`config.mk`:
```
export PLATFORM = sky130hd
export DESIGN_NAME = mem_port_arbiter
export DESIGN_NICKNAME = d
export VERILOG_FILES = /design/src/rtl/mem_arb_pkg.sv /design/src/rtl/mem_port_arbiter.sv
export SDC_FILE = /design/constraint.sdc
export NUM_CORES = 1
export LEC_CHECK = 0
export BUFFER_PORTS_ARGS = -buffer_cell sky130_fd_sc_hd__buf_2
export CAP_MARGIN = 20
export CORE_MARGIN = 4
export CORE_UTILIZATION = 35
export DETAILED_ROUTE_END_ITERATION = 16
export PLACE_DENSITY = 0.65
export SLEW_MARGIN = 20
export SYNTH_ARGS = -nofsm -noshare
export SYNTH_HDL_FRONTEND = slang
export SYNTH_SLANG_ARGS = --single-unit
```
`constraint.sdc`:
```
create_clock -name clk -period 2.1 [get_ports clk]
set_input_delay 0.42 -clock clk [delete_from_list [all_inputs] [get_ports clk]]
set_output_delay 0.42 -clock clk [all_outputs]
set_load 0.02 [all_outputs]
```
`src/rtl/mem_arb_pkg.sv`:
```
// Shared types and legal parameter ranges for the instruction/data memory port arbiter.
package mem_arb_pkg;

    typedef enum logic [1:0] {
        IDLE    = 2'd0,
        RD_BUSY = 2'd1,
        ACK     = 2'd2
    } state_t;

    typedef enum logic {
        OWN_IF = 1'b0,
        OWN_DM = 1'b1
    } owner_t;

    localparam int READ_LAT_MIN   = 1;
    localparam int READ_LAT_MAX   = 4;
    localparam int MAX_STREAK_MIN = 1;
    localparam int MAX_STREAK_MAX = 15;

    // Counter widths sized for the largest legal parameter values.
    localparam int LAT_W    = 3;
    localparam int STREAK_W = 4;

    function automatic bit params_legal(input int read_lat, input int max_streak);
        return (read_lat >= READ_LAT_MIN) && (read_lat <= READ_LAT_MAX) &&
               (max_streak >= MAX_STREAK_MIN) && (max_streak <= MAX_STREAK_MAX);
    endfunction

endpackage

```
`src/rtl/mem_port_arbiter.sv`:
```
// Shares one single-ported synchronous RAM between instruction fetch and the memory stage.
// Data accesses win by default; a streak limit guarantees fetch progress.
module mem_port_arbiter
    import mem_arb_pkg::*;
#(
    parameter int ADDR_W     = 11,
    parameter int DATA_W     = 32,
    parameter int READ_LAT   = 2,
    parameter int MAX_STREAK = 4
) (
    input  logic              clk,
    input  logic              rst,

    input  logic              if_req,
    input  logic [ADDR_W-1:0] if_addr,
    output logic [DATA_W-1:0] if_rdata,
    output logic              if_valid,
    output logic              if_stall,

    input  logic              dm_req,
    input  logic              dm_we,
    input  logic [ADDR_W-1:0] dm_addr,
    input  logic [DATA_W-1:0] dm_wdata,
    output logic [DATA_W-1:0] dm_rdata,
    output logic              dm_valid,
    output logic              dm_stall,

    output logic [ADDR_W-1:0] ram_addr,
    output logic              ram_we,
    output logic [DATA_W-1:0] ram_wdata,
    input  logic [DATA_W-1:0] ram_rdata
);

    state_t              state_q, state_d;
    owner_t              owner_q, owner_d;
    logic [LAT_W-1:0]    lat_cnt_q, lat_cnt_d;
    logic [STREAK_W-1:0] streak_q, streak_d;
    logic [ADDR_W-1:0]   addr_q, addr_d;
    logic                if_valid_d, dm_valid_d;
    logic                capture;
    logic                grant_dm, grant_if;

    // Fetch only overrides a pending data request once the streak limit is reached.
    assign grant_dm = dm_req && !(if_req && (streak_q == STREAK_W'(MAX_STREAK)));
    assign grant_if = !grant_dm && if_req;

    assign if_stall = if_req & ~if_valid;
    assign dm_stall = dm_req & ~dm_valid;

    always_comb begin
        // NOTE: every output of this block gets a default first so no path leaves it unassigned, which would infer a latch.
        state_d    = state_q;
        owner_d    = owner_q;
        lat_cnt_d  = lat_cnt_q;
        streak_d   = streak_q;
        addr_d     = addr_q;
        if_valid_d = 1'b0;
        dm_valid_d = 1'b0;
        capture    = 1'b0;
        ram_addr   = '0;
        ram_we     = 1'b0;
        ram_wdata  = dm_wdata;

        unique case (state_q)
            RD_BUSY: begin
                ram_addr  = addr_q;
                lat_cnt_d = lat_cnt_q + LAT_W'(1);
                if (lat_cnt_q == LAT_W'(READ_LAT)) begin
                    capture    = 1'b1;
                    lat_cnt_d  = '0;
                    state_d    = ACK;
                    if_valid_d = (owner_q == OWN_IF);
                    dm_valid_d = (owner_q == OWN_DM);
                end
            end
            // ACK has already raised valid through the register; it arbitrates like IDLE.
            IDLE, ACK: begin
                state_d = IDLE;
                if (grant_dm) begin
                    owner_d  = OWN_DM;
                    ram_addr = dm_addr;
                    ram_we   = dm_we;
                    addr_d   = dm_addr;
                    if (if_req) begin
                        streak_d = (streak_q == STREAK_W'(MAX_STREAK)) ? streak_q
                                                                      : streak_q + STREAK_W'(1);
                    end else begin
                        streak_d = '0;
                    end
                    if (dm_we) begin
                        state_d    = ACK;
                        dm_valid_d = 1'b1;
                    end else begin
                        state_d   = RD_BUSY;
                        lat_cnt_d = LAT_W'(1);
                    end
                end else if (grant_if) begin
                    owner_d   = OWN_IF;
                    ram_addr  = if_addr;
                    addr_d    = if_addr;
                    streak_d  = '0;
                    state_d   = RD_BUSY;
                    lat_cnt_d = LAT_W'(1);
                end
            end
            default: state_d = IDLE;
        endcase

        // A write must never reach the RAM while reset is held.
        if (rst) begin
            ram_we = 1'b0;
        end
    end

    always_ff @(posedge clk) begin
        // NOTE: state registers use non-blocking assignments so every flop samples pre-edge values.
        if (rst) begin
            state_q   <= IDLE;
            owner_q   <= OWN_IF;
            lat_cnt_q <= '0;
            streak_q  <= '0;
            addr_q    <= '0;
            if_valid  <= 1'b0;
            dm_valid  <= 1'b0;
            if_rdata  <= '0;
            dm_rdata  <= '0;
        end else begin
            state_q   <= state_d;
            owner_q   <= owner_d;
            lat_cnt_q <= lat_cnt_d;
            streak_q  <= streak_d;
            addr_q    <= addr_d;
            if_valid  <= if_valid_d;
            dm_valid  <= dm_valid_d;
            if (capture && owner_q == OWN_IF) begin
                if_rdata <= ram_rdata;
            end
            if (capture && owner_q == OWN_DM) begin
                dm_rdata <= ram_rdata;
            end
        end
    end

    param_range : assert property (@(posedge clk) params_legal(READ_LAT, MAX_STREAK));

endmodule

```
After elaboration in Yosys (flattened, before gate mapping)
Cells that the tools add are included.

cells by class
  $add $sub $neg = 2
  eq/ne operators = 8
  muxes and demuxes = 30
  bitwise operators = 7
  reductions and logical operators = 15

operators by type and width
  operator               count
  $mux W11               4
  $pmux W11 S2           1
  $mux W4                4
  $mux W3                4
  $mux W1                11
  $ne A3 B3 Y1 const B   3
  $mux W2                3
  $pmux W3 S2            1
  $reduce_and A3 Y1      2
  $logic_and A1 B1 Y1    5
  $not A1 Y1             5
  $add A4 B1 Y4 const B  1
  $eq A4 B3 Y1 const B   1
  $pmux W2 S2            1
  $reduce_bool A2 Y1     2
  $add A3 B1 Y3 const B  1
  $eq A3 B2 Y1 const B   1
  $reduce_or A3 Y1       1
  $and A1 B1 Y1          2
  $eq A2 B1 Y1 const B   1
  $eq A2 B2 Y1 const B   1
  $logic_not A1 Y1       2
  $logic_not A2 Y1       1
  $ne A2 B2 Y1 const B   1
  other kinds (3)        3

word-level totals
  flip-flop bits (word level) = 87
  input port bits = 91
  output and inout port bits = 112

Logic depth before layout (Yosys ltp)
Gate-level depths: netlist of run 1.

  word-level depth = 9
  depth in mapped cells = 7

Worst setup path after synthesis of run 1
Ideal clock, no wire load.

  path kind = reg2out
  start = register streak_q[0]
  end = output port ram_addr[0]
  arrival = 1.730 ns
  path slack = -0.050 ns
  stages on the path, launching flop included = 8
  buffers on the path = 1
  cells stage by stage = dfxtp_1 -> inv_1 -> ha_1 -> nand4b_2 -> nand2_1 -> buf_4 -> mux2i_1 -> o21ai_0

between the ends
  longest elaborated chain between the ends = 9

ends and longest elaborated chain
  element                  line                     text
  start, declared          mem_port_arbiter.sv:37   logic [STREAK_W-1:0] streak_q, streak_d;
  start signal, assigned   mem_port_arbiter.sv:131  streak_q <= streak_d;
  $eq A4 B3 Y1 (*)         mem_port_arbiter.sv:44   assign grant_dm = dm_req && !(if_req && (streak_q == STREAK_W'(MAX_STREAK)));
  $logic_and A1 B1 Y1 (*)  mem_port_arbiter.sv:44
  $logic_not A1 Y1 (*)     mem_port_arbiter.sv:44
  $logic_and A1 B1 Y1 (*)  mem_port_arbiter.sv:44
  $logic_not A1 Y1         mem_port_arbiter.sv:45   assign grant_if = !grant_dm && if_req;
  $logic_and A1 B1 Y1      mem_port_arbiter.sv:45
  $mux W11                 mem_port_arbiter.sv:97   end else if (grant_if) begin
  $mux W11 (*)             mem_port_arbiter.sv:79   if (grant_dm) begin
  $pmux W11 S2 (*)         mem_port_arbiter.sv:64   unique case (state_q)
  end, declared            mem_port_arbiter.sv:28   output logic [ADDR_W-1:0] ram_addr,

Mark *: on every way between the ends. The rest lies on a longest branch, timed or not.

Final worst setup path of run 1
  start = register streak_q[0]
  end = output port ram_addr[7]

The elaborated chain is that of the path after synthesis.

==> flow_metrics.tcl, run 1 <==
set metrics [dict create \
    outcome "finished with violations" \
    violations "negative setup slack" \
    antenna_left 0 \
    grt_max_degree 36 \
    cp_max_fo 7 \
    clock_sinks 87 \
    slowest_delay_ns 0.33 \
    setup_violations 9 \
    rrSetupSlack_ns 0.36 \
    setup_slack_ns -0.114 \
    cp-end-kind "output port" \
    yosys.area.top_type "dfxtp_1" \
    rsz0062_at_grt "true" \
    area_growth_pct 28.8 \
    vias 3442 \
    synth-simple-area-share_pct 22.7 \
    row_count 37 \
    antenna_found_initial 0 \
    fin_skew_ns 0.0100 \
    multi_input_comb_area_mm2 0.00169 \
    worst_hold_slack_ns 0.319 \
    synth_edf_count 0 \
    port_buffers 138 \
    grt_pass1_vias 3460 \
    timing.rr.end "if_rdata[23]$_SDFFE_PP0P_" \
    max_slew_margin_pct 67.4 \
    cts_made_buffers 9 \
    die_w_um 111 \
    cp-endpoint "ram_addr[7]" \
    start_util_pct 35.8 \
    maxCapViolations 0 \
    start_kind "flip-flop" \
    worst_pin_slew_ns 0.487 \
    routed_wl_mm 9.85 \
    yosysTopAreaCellShare_pct 47.3 \
    insertion_delay_ns 0.34 \
    viasPerCell 4.81 \
    firstDrtPassIters 5 \
    power.static_leakage_nw 2.02 \
    drc 0 \
    clockBufferDepth 2 \
    preCtsSetupSlack_ns 0.154 \
    worst_path_max_delay_cell "dfxtp_2" \
    drive_gt1_share_pct 34.7 \
    worstPathRequired_ns 1.68 \
    grt-ovfl-total 0 \
    synthDistinctLibCells 33 \
    p_per_area_mw_per_mm2 691 \
    fin_crit_sh_pct 105 \
    p_total_mw 3.28 \
    io_pins 203 \
    die_h_um 111 \
    synth-compound-area-share_pct 15.4 \
    hold_violations 0 \
    diodes 0 \
    crit_cells 8 \
    worstSetupStartpoint "streak_q[0]$_SDFFE_PP0P_" \
    synthAdderAreaFrac_pct 0.680 \
    cp_top_family "buffers and inverters" \
    ys.flop_type "dfxtp_1" \
    hpwl_mm 6.99 \
    timing.final.crit_period_ns 2.21 \
    n_fill_cell 1049 \
    fmax_ghz 0.452 \
    synth-seq-area-share_pct 47.3 \
    synth_common_cells "nand2_1 (146), dfxtp_1 (87), a21oi_1 (71)" \
    ff_latch_area_mm2 0.00174 \
    gp_congestion 0.780 \
    rr_startpoint "lat_cnt_q[1]$_SDFFE_PP0P_" \
    synth_warnings 0 \
    synthCells 467 \
    cts-htree-levels 3 \
    drt_iter0_drc 210 \
    rr_worst_depth 5 \
    crit_type "reg -> out" \
    path_clk_slew_ns 0.08 \
    syn-cell-area_mm2 0.00368 \
    core_region_area_mm2 0.0103 \
    synth_mux_area_share_pct 2.72 \
    synth-seq-cells 87 \
    crit_buf_inv 3 \
    root_buffer "clkbuf_8" \
    yosysMostFrequentCell "nand2_1" \
    slew_violations 0 \
    final_area_mm2 0.00474 \
    setup-tns-final_ns -0.797 \
    synthArstFlopShare_pct 0 \
    synth_nets 560 \
    avgRoutedWirePerCell_um 13.8 \
    crit_chain "inv_2 -> ha_4 -> nand4b_4 -> nand2_4 -> buf_12 -> mux2i_2 -> o21ai_1 -> buf_2" \
    dpl_cell_area_mm2 0.00429 \
    hold_path_class "in -> reg" \
    synthXorXnorAreaFrac_pct 0 \
    synth_top_family_by_area "simple AND/OR/NAND/NOR gates" \
    critPathArrivalTime_ns 1.79 \
    grt_pass1_wl_mm 16.5 \
    design.final.nets 668 \
    peakVddDrop_mv 0.329 \
    cts_tree "done" \
    die_area_mm2 0.0122 \
    synth.area.top_cells "dfxtp_1 (47%), nand2_1 (15%), a21oi_1 (9.7%)" \
    grt_usage_pct 16.1 \
    syn_avg_cell_area_um2 7.88 \
]
-- worst reg2reg max path, delay by kind of cell (launching register included) --
kind	cells	cell delay, ns
AOI/OAI and AO/OA	1	0.06
buffers and inverters	1	0.23
DFF	1	0.43
and+or+nand+nor	3	0.89
-- final cells by class --
class                   count  area share [%]
clock buffers              10            2.69
clock inverters             5            1.06
inverters                   4           0.317
multi-input cells         313            35.6
flip-flops and latches     87            36.8
well taps                 136            3.59
repair buffers            160            20.0
-- layout by cell type, fill, tap and decap left out, drive strengths merged, types with 2 or more instances in the layout --
| cell | synthesis | final |
|---|---|---|
| buf | 46 | 160 |
| mux2i | 10 | 10 |
| nor3b | 2 | 2 |
| nor2 | 19 | 19 |
| nand2b | 3 | 3 |
| nand3 | 9 | 9 |
| a311oi | 2 | 2 |
| a211oi | 9 | 9 |
| nor3 | 3 | 3 |
| clkbuf | 17 | 10 |
| nand2 | 146 | 146 |
| and3 | 3 | 3 |
| a31oi | 3 | 3 |
| ha | 2 | 2 |
| nor2b | 6 | 6 |
| dfxtp | 87 | 87 |
| o21ai | 12 | 12 |
| a22oi | 4 | 4 |
| a21oi | 71 | 71 |
| clkinv | 0 | 4 |
| inv | 4 | 4 |
-- kinds of logic (layout without fill, tap and decap cells) --
kind of cell	count (synthesis)	in the layout
simple gates	198	198
compound gates	103	103
flops	87	87
buf+inv	67	179
mux	10	10
fa+ha+maj	2	2
-- how the worst min path moves through the flow --
stage / from / endpoint / slack (ns) / depth (start not counted)
3_5_place_dp: dm_rdata[13]$_SDFFE_PP0P_ / dm_rdata[13]$_SDFFE_PP0P_ / 0.44 / 2
5_1_grt: ram_rdata[0] / if_rdata[0]$_SDFFE_PP0P_ / 0.30 / 3
4_1_cts: ram_rdata[22] / if_rdata[22]$_SDFFE_PP0P_ / 0.29 / 3
2_1_floorplan: addr_q[2]$_SDFFE_PP0P_ / addr_q[2]$_SDFFE_PP0P_ / 0.48 / 2
6_report: ram_rdata[3] / if_rdata[3]$_SDFFE_PP0P_ / 0.32 / 3
3_3_place_gp: dm_rdata[17]$_SDFFE_PP0P_ / dm_rdata[17]$_SDFFE_PP0P_ / 0.44 / 2
-- report_power, final --
group          internal, mW  leakage (nW)  switching (mW)
Combinational         0.201          1.21           0.257
Sequential             1.69         0.706          0.0313
Clock                 0.536        0.0957           0.562
-- metrics by stage --
step	utilization, %	cells
after floorplan	-	467
after global placement	41.8	692
after detailed placement	41.8	692
after CTS	45.2	714
after global routing	46.1	715
final	46.1	715
-- state kept, by name, summed over array words and instances, names as in the netlist --
register	cells
dm_rdata	32
state_q	2
if_valid	1
addr_q	11
owner_q	1
lat_cnt_q	3
streak_q	4
if_rdata	32
dm_valid	1
-- per-layer routing --
| metal | part of all wire (%) | up-vias | wire length, um | track usage (%) |
|---|---|---|---|---|
| met3 | 5.7 | 24 | 557 | 3.95 |
| met4 | 2.1 | 0 | 202 | 7.22 |
| met2 | 51 | 103 | 4990 | 28.0 |
| met1 | 42 | 1591 | 4090 | 18.5 |
| met5 | 0 | - | 0 | 0 |
| li1 | - | 1724 | - | - |
-- repair_timing --
action,in CTS,in global routing
pin swaps,6,6
hold buffers,0,0
resized for setup,27,20
gates cloned,1,0
endpoints found under the setup margin,11,11
buffers inserted,6,1
(Power assumes the default switching activity.)
==> run 2, diff against run 1 <==
--- a/config.mk
+++ b/config.mk
@@ -5,12 +5,13 @@
 export SDC_FILE = /design/constraint.sdc
 export NUM_CORES = 1
 export LEC_CHECK = 0
+export ABC_AREA = 1
 export BUFFER_PORTS_ARGS = -buffer_cell sky130_fd_sc_hd__buf_2
 export CAP_MARGIN = 20
 export CORE_MARGIN = 4
 export CORE_UTILIZATION = 35
 export DETAILED_ROUTE_END_ITERATION = 16
-export PLACE_DENSITY = 0.65
+export PLACE_DENSITY = 0.62
 export SLEW_MARGIN = 20
 export SYNTH_ARGS = -nofsm -noshare
 export SYNTH_HDL_FRONTEND = slang
==> run 2 against run 1 <==
Net effect: the flow now finishes without violations; synthesized cell count up 7.7%; setup slack better by 0.12 ns; power up 5.9%; critical path depth up 2; final cell count up 7.7%.
==> flow_metrics.tcl, run 2 <==
set metrics [dict create \
    p_sw_share_pct 25.3 \
    power.static_leakage_nw 2.40 \
    drc 0 \
    fmax_ghz 0.477 \
    p_int_mw 2.59 \
    synth_edf_count 0 \
    hold_path_class "in -> reg" \
    synth-seq-area-share_pct 45.4 \
    p_total_mw 3.47 \
    preCtsSetupSlack_ns 0.115 \
    setup_violations 0 \
    synth_nets 596 \
    cts-htree-levels 3 \
    routed_wl_mm 10.8 \
    grt_usage_pct 16.7 \
    design.final.nets 722 \
    insertion_delay_ns 0.34 \
    crit_type "reg -> out" \
    crit_buf_inv 4 \
    grt_pass1_vias 3654 \
    cts_tree "done" \
    power_switching_mw 0.876 \
    antenna_found_initial 0 \
    slew_violations 0 \
    crit_chain "inv_2 -> ha_4 -> nand2_2 -> inv_2 -> nand2_4 -> buf_8 -> nand3b_1 -> nand3_2 -> nand2_2 -> buf_6" \
    vias 3609 \
    gp_congestion 0.908 \
    hold_buffers 0 \
    hpwl_mm 7.16 \
    yosysTopAreaCellShare_pct 45.4 \
    die_area_mm2 0.0127 \
    fin_skew_ns 0.0102 \
    cp_top_family "simple AND/OR/NAND/NOR gates" \
    cp_max_fo 7 \
    yosys.area.top_type "dfxtp_1" \
    row_count 37 \
    cp-end-kind "output port" \
    synthCells 503 \
    max_slew_margin_pct 57.0 \
    synthDistinctLibCells 28 \
    p_comb_share_pct 15.0 \
    antenna_left 0 \
    worst_pin_slew_ns 0.644 \
    fin_util_pct 47.0 \
    drive_gt1_share_pct 35.3 \
    die_w_um 113 \
    synth-seq-cells 87 \
    synth_common_cells "dfxtp_1 (87), nor2_1 (74), nand2_1 (59)" \
    ys.flop_type "dfxtp_1" \
    p_clk_share_pct 35.7 \
    root_buffer "clkbuf_8" \
    start_kind "flip-flop" \
    clock_sinks 87 \
    fin_crit_sh_pct 99.9 \
    grt-ovfl-total 0 \
    outcome "finished clean" \
    path_clk_slew_ns 0.08 \
    io_pins 203 \
    p_per_area_mw_per_mm2 702 \
    worstPathRequired_ns 1.68 \
    avgRoutedWirePerCell_um 14.0 \
    grt_pass1_wl_mm 17.5 \
    n_fill_cell 1058 \
    start_util_pct 36.5 \
    cts_made_buffers 9 \
    slowest_delay_ns 0.33 \
    diodes 0 \
    synth_warnings 0 \
    rsz0062_at_grt "true" \
    most-common-layout-cells "buf_2 (126), dfxtp_1 (85), nor2_1 (74)" \
    setup_slack_ns 0.00209 \
    critPathArrivalTime_ns 1.68 \
    die_h_um 113 \
    syn_avg_cell_area_um2 7.62 \
    yosysMostFrequentCell "dfxtp_1" \
    top_regs "dm_rdata: 32 flops, if_rdata: 32 flops, addr_q: 11 flops" \
    area_growth_pct 28.9 \
    firstDrtPassIters 4 \
    syn-cell-area_mm2 0.00383 \
    drt_iter0_drc 192 \
    synth.area.top_cells "dfxtp_1 (45%), buf_4 (7.2%), nor2_1 (7.2%)" \
    synthArstFlopShare_pct 0 \
    viasPerCell 4.69 \
    layout_commonest_cell "buf_2" \
    core_region_area_mm2 0.0105 \
    hold_violations 0 \
    maxCapViolations 0 \
    port_buffers 138 \
    peakVddDrop_mv 0.380 \
    clockBufferDepth 2 \
    timing.final.crit_period_ns 2.10 \
    worst_path_max_delay_cell "dfxtp_2" \
    pwr-share-seq_pct 49.3 \
    grt_max_degree 68 \
]
[run 2: kinds of logic after synthesis]
| logic type | synth area share (%) |
|---|---|
| buf+inv | 17.0 |
| flops | 45.4 |
| xor+xnor | 0.457 |
| fa+ha+maj | 0.653 |
| compound gates | 16.6 |
| simple gates | 19.9 |
[run 2: repair_timing]
item                                   CTS  global route
pin swaps                               11             6
gates resized for setup                 33            19
endpoints found under the hold margin    0             0
setup endpoints to repair               12            13
buffers inserted                        26             3
cloned                                   1             0
[run 2: worst paths after layout]
check	startpoint	endpoint	slack, ns	depth (start not counted)
max	streak_q[0]$_SDFFE_PP0P_	ram_addr[7]	0.002	10
min	ram_rdata[23]	dm_rdata[23]$_SDFFE_PP0P_	0.31	3
max reg2reg	streak_q[0]$_SDFFE_PP0P_	addr_q[4]$_SDFFE_PP0P_	0.09	15
min reg2reg	if_rdata[27]$_SDFFE_PP0P_	if_rdata[27]$_SDFFE_PP0P_	0.45	2
[run 2: final cells by class]
class	instances	area, um^2	area share, %
inverter	56	213	4.30
tap	136	170	3.44
clock buffer	12	135	2.73
clock inverter	4	70.1	1.42
sequential	87	1740	35.3
timing repair buffer	176	1080	21.9
multi-input combinational	299	1530	30.9
[run 2: power groups by stage]
stage	clock [mW]	sequential (mW)	combinational, mW
4_1_cts	1.28	1.71	0.489
2_1_floorplan	0	1.75	0.317
6_report	1.24	1.71	0.520
5_1_grt	1.37	1.72	0.566
3_3_place_gp	0	1.75	0.386
3_5_place_dp	0	1.75	0.390
[run 2: worst register-to-register path, cell delays in order, from the launching register on]
cell	delay [ns]
dfxtp_2	0.33
inv_2	0.07
ha_4	0.12
nand2_2	0.05
inv_2	0.07
nand2_4	0.09
buf_8	0.16
nand3b_1	0.10
nand3_2	0.09
buf_4	0.14
buf_4	0.12
buf_4	0.13
buf_4	0.12
buf_4	0.12
buf_4	0.12
a21oi_1	0.11
[run 2: metal layers]
layer  share of wire, %  track usage, %
met1                 42            19.3
met2                 47            28.2
met3                9.0            6.04
met4                2.4            6.41
met5                  0               0
[run 2: stage by stage]
stage	cell area, um^2	std cells	setup TNS (ns)	hold slack (ns)
after global routing	4940	770	-0.655	0.296
after detailed placement	4330	725	0	0.435
after global placement	4330	725	0	0.429
after CTS	4870	768	0	0.294
after floorplan	3830	503	0	0.444
final	4940	770	0	0.310
==> run 3, diff against run 2 <==
==> constraint.sdc (replaced) <==
create_clock -name clk -period 2.53 [get_ports clk]
set_input_delay 0.506 -clock clk [delete_from_list [all_inputs] [get_ports clk]]
set_output_delay 0.506 -clock clk [all_outputs]
set_load 0.02 [all_outputs]
==> run 3 against run 2 <==
Net effect: sequential share of layout area up 2.8 points; hold slack better by 0.085 ns; core utilization shrank 3.5 points; clock power shrank 13%; final area shrank 7.5%; first-iteration DRC count rose by 15%; wire length shrank 8.3%; sequential cell count did not move; setup slack better by 0.23 ns; via count fell by 4.6%; critical path type unchanged; critical endpoint is now ram_addr[10].
==> flow_metrics.tcl, run 3 (synthesis gave the netlist of run 2 again) <==
set metrics [dict create \
    layout_commonest_cell "buf_2" \
    peakVddDrop_mv 0.290 \
    die_w_um 113 \
    grtUsageMet3_pct 6.20 \
    most-common-layout-cells "buf_2 (138), dfxtp_1 (87), nor2_1 (74)" \
    gp_congestion 0.904 \
    cp-end-kind "output port" \
    worst_hold_slack_ns 0.395 \
    worst_pin_slew_ns 0.652 \
    routed_wl_mm 9.87 \
    diodes 0 \
    p_per_area_mw_per_mm2 617 \
    fin_util_pct 43.5 \
    cts-htree-levels 3 \
    design.final.nets 695 \
    gr-usage-met1_pct 18.6 \
    cp-endpoint "ram_addr[10]" \
    drive_gt1_share_pct 29.3 \
    die_h_um 113 \
    top_regs "dm_rdata: 32 flops, if_rdata: 32 flops, addr_q: 11 flops" \
    antenna_left 0 \
    fin_cells 743 \
    start_util_pct 36.5 \
    rr_startpoint "state_q[0]$_SDFFE_PP0P_" \
    cp_max_fo 14 \
    core_region_area_mm2 0.0105 \
    row_count 37 \
    timing.rr.end "dm_rdata[9]$_SDFFE_PP0P_" \
    hpwl_mm 6.91 \
    die_area_mm2 0.0127 \
    clockBufferDepth 2 \
    avgRoutedWirePerCell_um 13.3 \
    dpl.cell_count 724 \
    clock_sinks 87 \
    hold_path_class "in -> reg" \
    timing.final.crit_period_ns 2.30 \
    setup_violations 0 \
    io_pins 203 \
    fin_crit_sh_pct 90.9 \
    rsz0062_at_grt "false" \
    hold_buffers 0 \
    worstSetupStartpoint "streak_q[0]$_SDFFE_PP0P_" \
    setup-tns-final_ns 0 \
    grt_busiest_layer "met2" \
    grt-ovfl-total 0 \
    slew_violations 0 \
    grt.met2_usage_pct 24.6 \
    maxCapViolations 0 \
    root_buffer "clkbuf_8" \
    n_fill_cell 1085 \
    start_kind "flip-flop" \
    area_growth_pct 19.3 \
    grt_max_degree 49 \
    power.static_leakage_nw 2.22 \
    hold_violations 0 \
    antenna_found_initial 0 \
    rr_worst_depth 7 \
    cts_made_buffers 9 \
    viasPerCell 4.63 \
    fin_skew_ns 0.00827 \
    worstPathRequired_ns 2.02 \
    crit_type "reg -> out" \
    grt_pass1_wl_mm 16.5 \
    outcome "finished clean" \
    drc 0 \
    grt_pass1_vias 3395 \
    rrSetupSlack_ns 0.90 \
    p_total_mw 2.82 \
    path_clk_slew_ns 0.08 \
    critPathArrivalTime_ns 1.79 \
    vias 3443 \
    drt_iter0_drc 221 \
    port_buffers 138 \
    fmax_ghz 0.435 \
    cts_tree "done" \
    grt_usage_pct 15.6 \
    insertion_delay_ns 0.35 \
    max_slew_margin_pct 56.4 \
    firstDrtPassIters 6 \
]
-- run 3: cell type report --
class	count	area, um^2	area share (%)
inverters	56	210	4.60
clock inverters	3	65.1	1.42
clock buffers	13	159	3.48
repair buffers	149	773	16.9
well taps	136	170	3.72
flip-flops and latches	87	1740	38.1
multi-input cells	299	1450	31.8
-- run 3: stage by stage --
stage | instance area, um^2 | setup slack, ns
final | 4570 | 0.231
after global routing | 4570 | 0.0307
after CTS | 4540 | 0.0943
after detailed placement | 4310 | 0.420
after global placement | 4310 | 0.440
after floorplan | 3830 | 0.714
-- run 3: what timing repair did --
action | 4_1_cts | 5_1_grt
endpoints found under the setup margin | 0 | 12
gates resized for setup | 0 | 2
setup buffers | 0 | 3
-- run 3: metal layers --
layer	part of all wire, %	vias up	routed length, um
met5	0	-	0
li1	-	1763	-
met4	2.4	0	236
met2	44	121	4320
met1	44	1525	4310
met3	10	34	1010
-- run 3: worst min path at each step --
stage | from | slack, ns | end | cells after the start
finish | ram_rdata[6] | 0.39 | dm_rdata[6]$_SDFFE_PP0P_ | 3
global route | ram_rdata[31] | 0.39 | dm_rdata[31]$_SDFFE_PP0P_ | 3
CTS | ram_rdata[11] | 0.37 | dm_rdata[11]$_SDFFE_PP0P_ | 3
detailed placement | if_rdata[24]$_SDFFE_PP0P_ | 0.43 | if_rdata[24]$_SDFFE_PP0P_ | 2
global placement | if_rdata[27]$_SDFFE_PP0P_ | 0.43 | if_rdata[27]$_SDFFE_PP0P_ | 2
floorplan | addr_q[0]$_SDFFE_PP0P_ | 0.44 | addr_q[0]$_SDFFE_PP0P_ | 2
-- run 3: worst max-delay path: stages, from the launching register on --
cell,delay [ns]
dfxtp_1,0.37
inv_1,0.09
ha_1,0.19
nand2_1,0.06
inv_1,0.04
nand2_2,0.07
buf_4,0.20
nand3b_1,0.09
nand3_1,0.11
nand2_1,0.07
buf_2,0.16
-- run 3: report_power, final --
part | switching (mW) | total, mW | internal [mW]
Clock | 0.468 | 1.08 | 0.610
Sequential | 0.0196 | 1.42 | 1.40
Combinational | 0.203 | 0.322 | 0.119
Total | 0.690 | 2.82 | 2.13
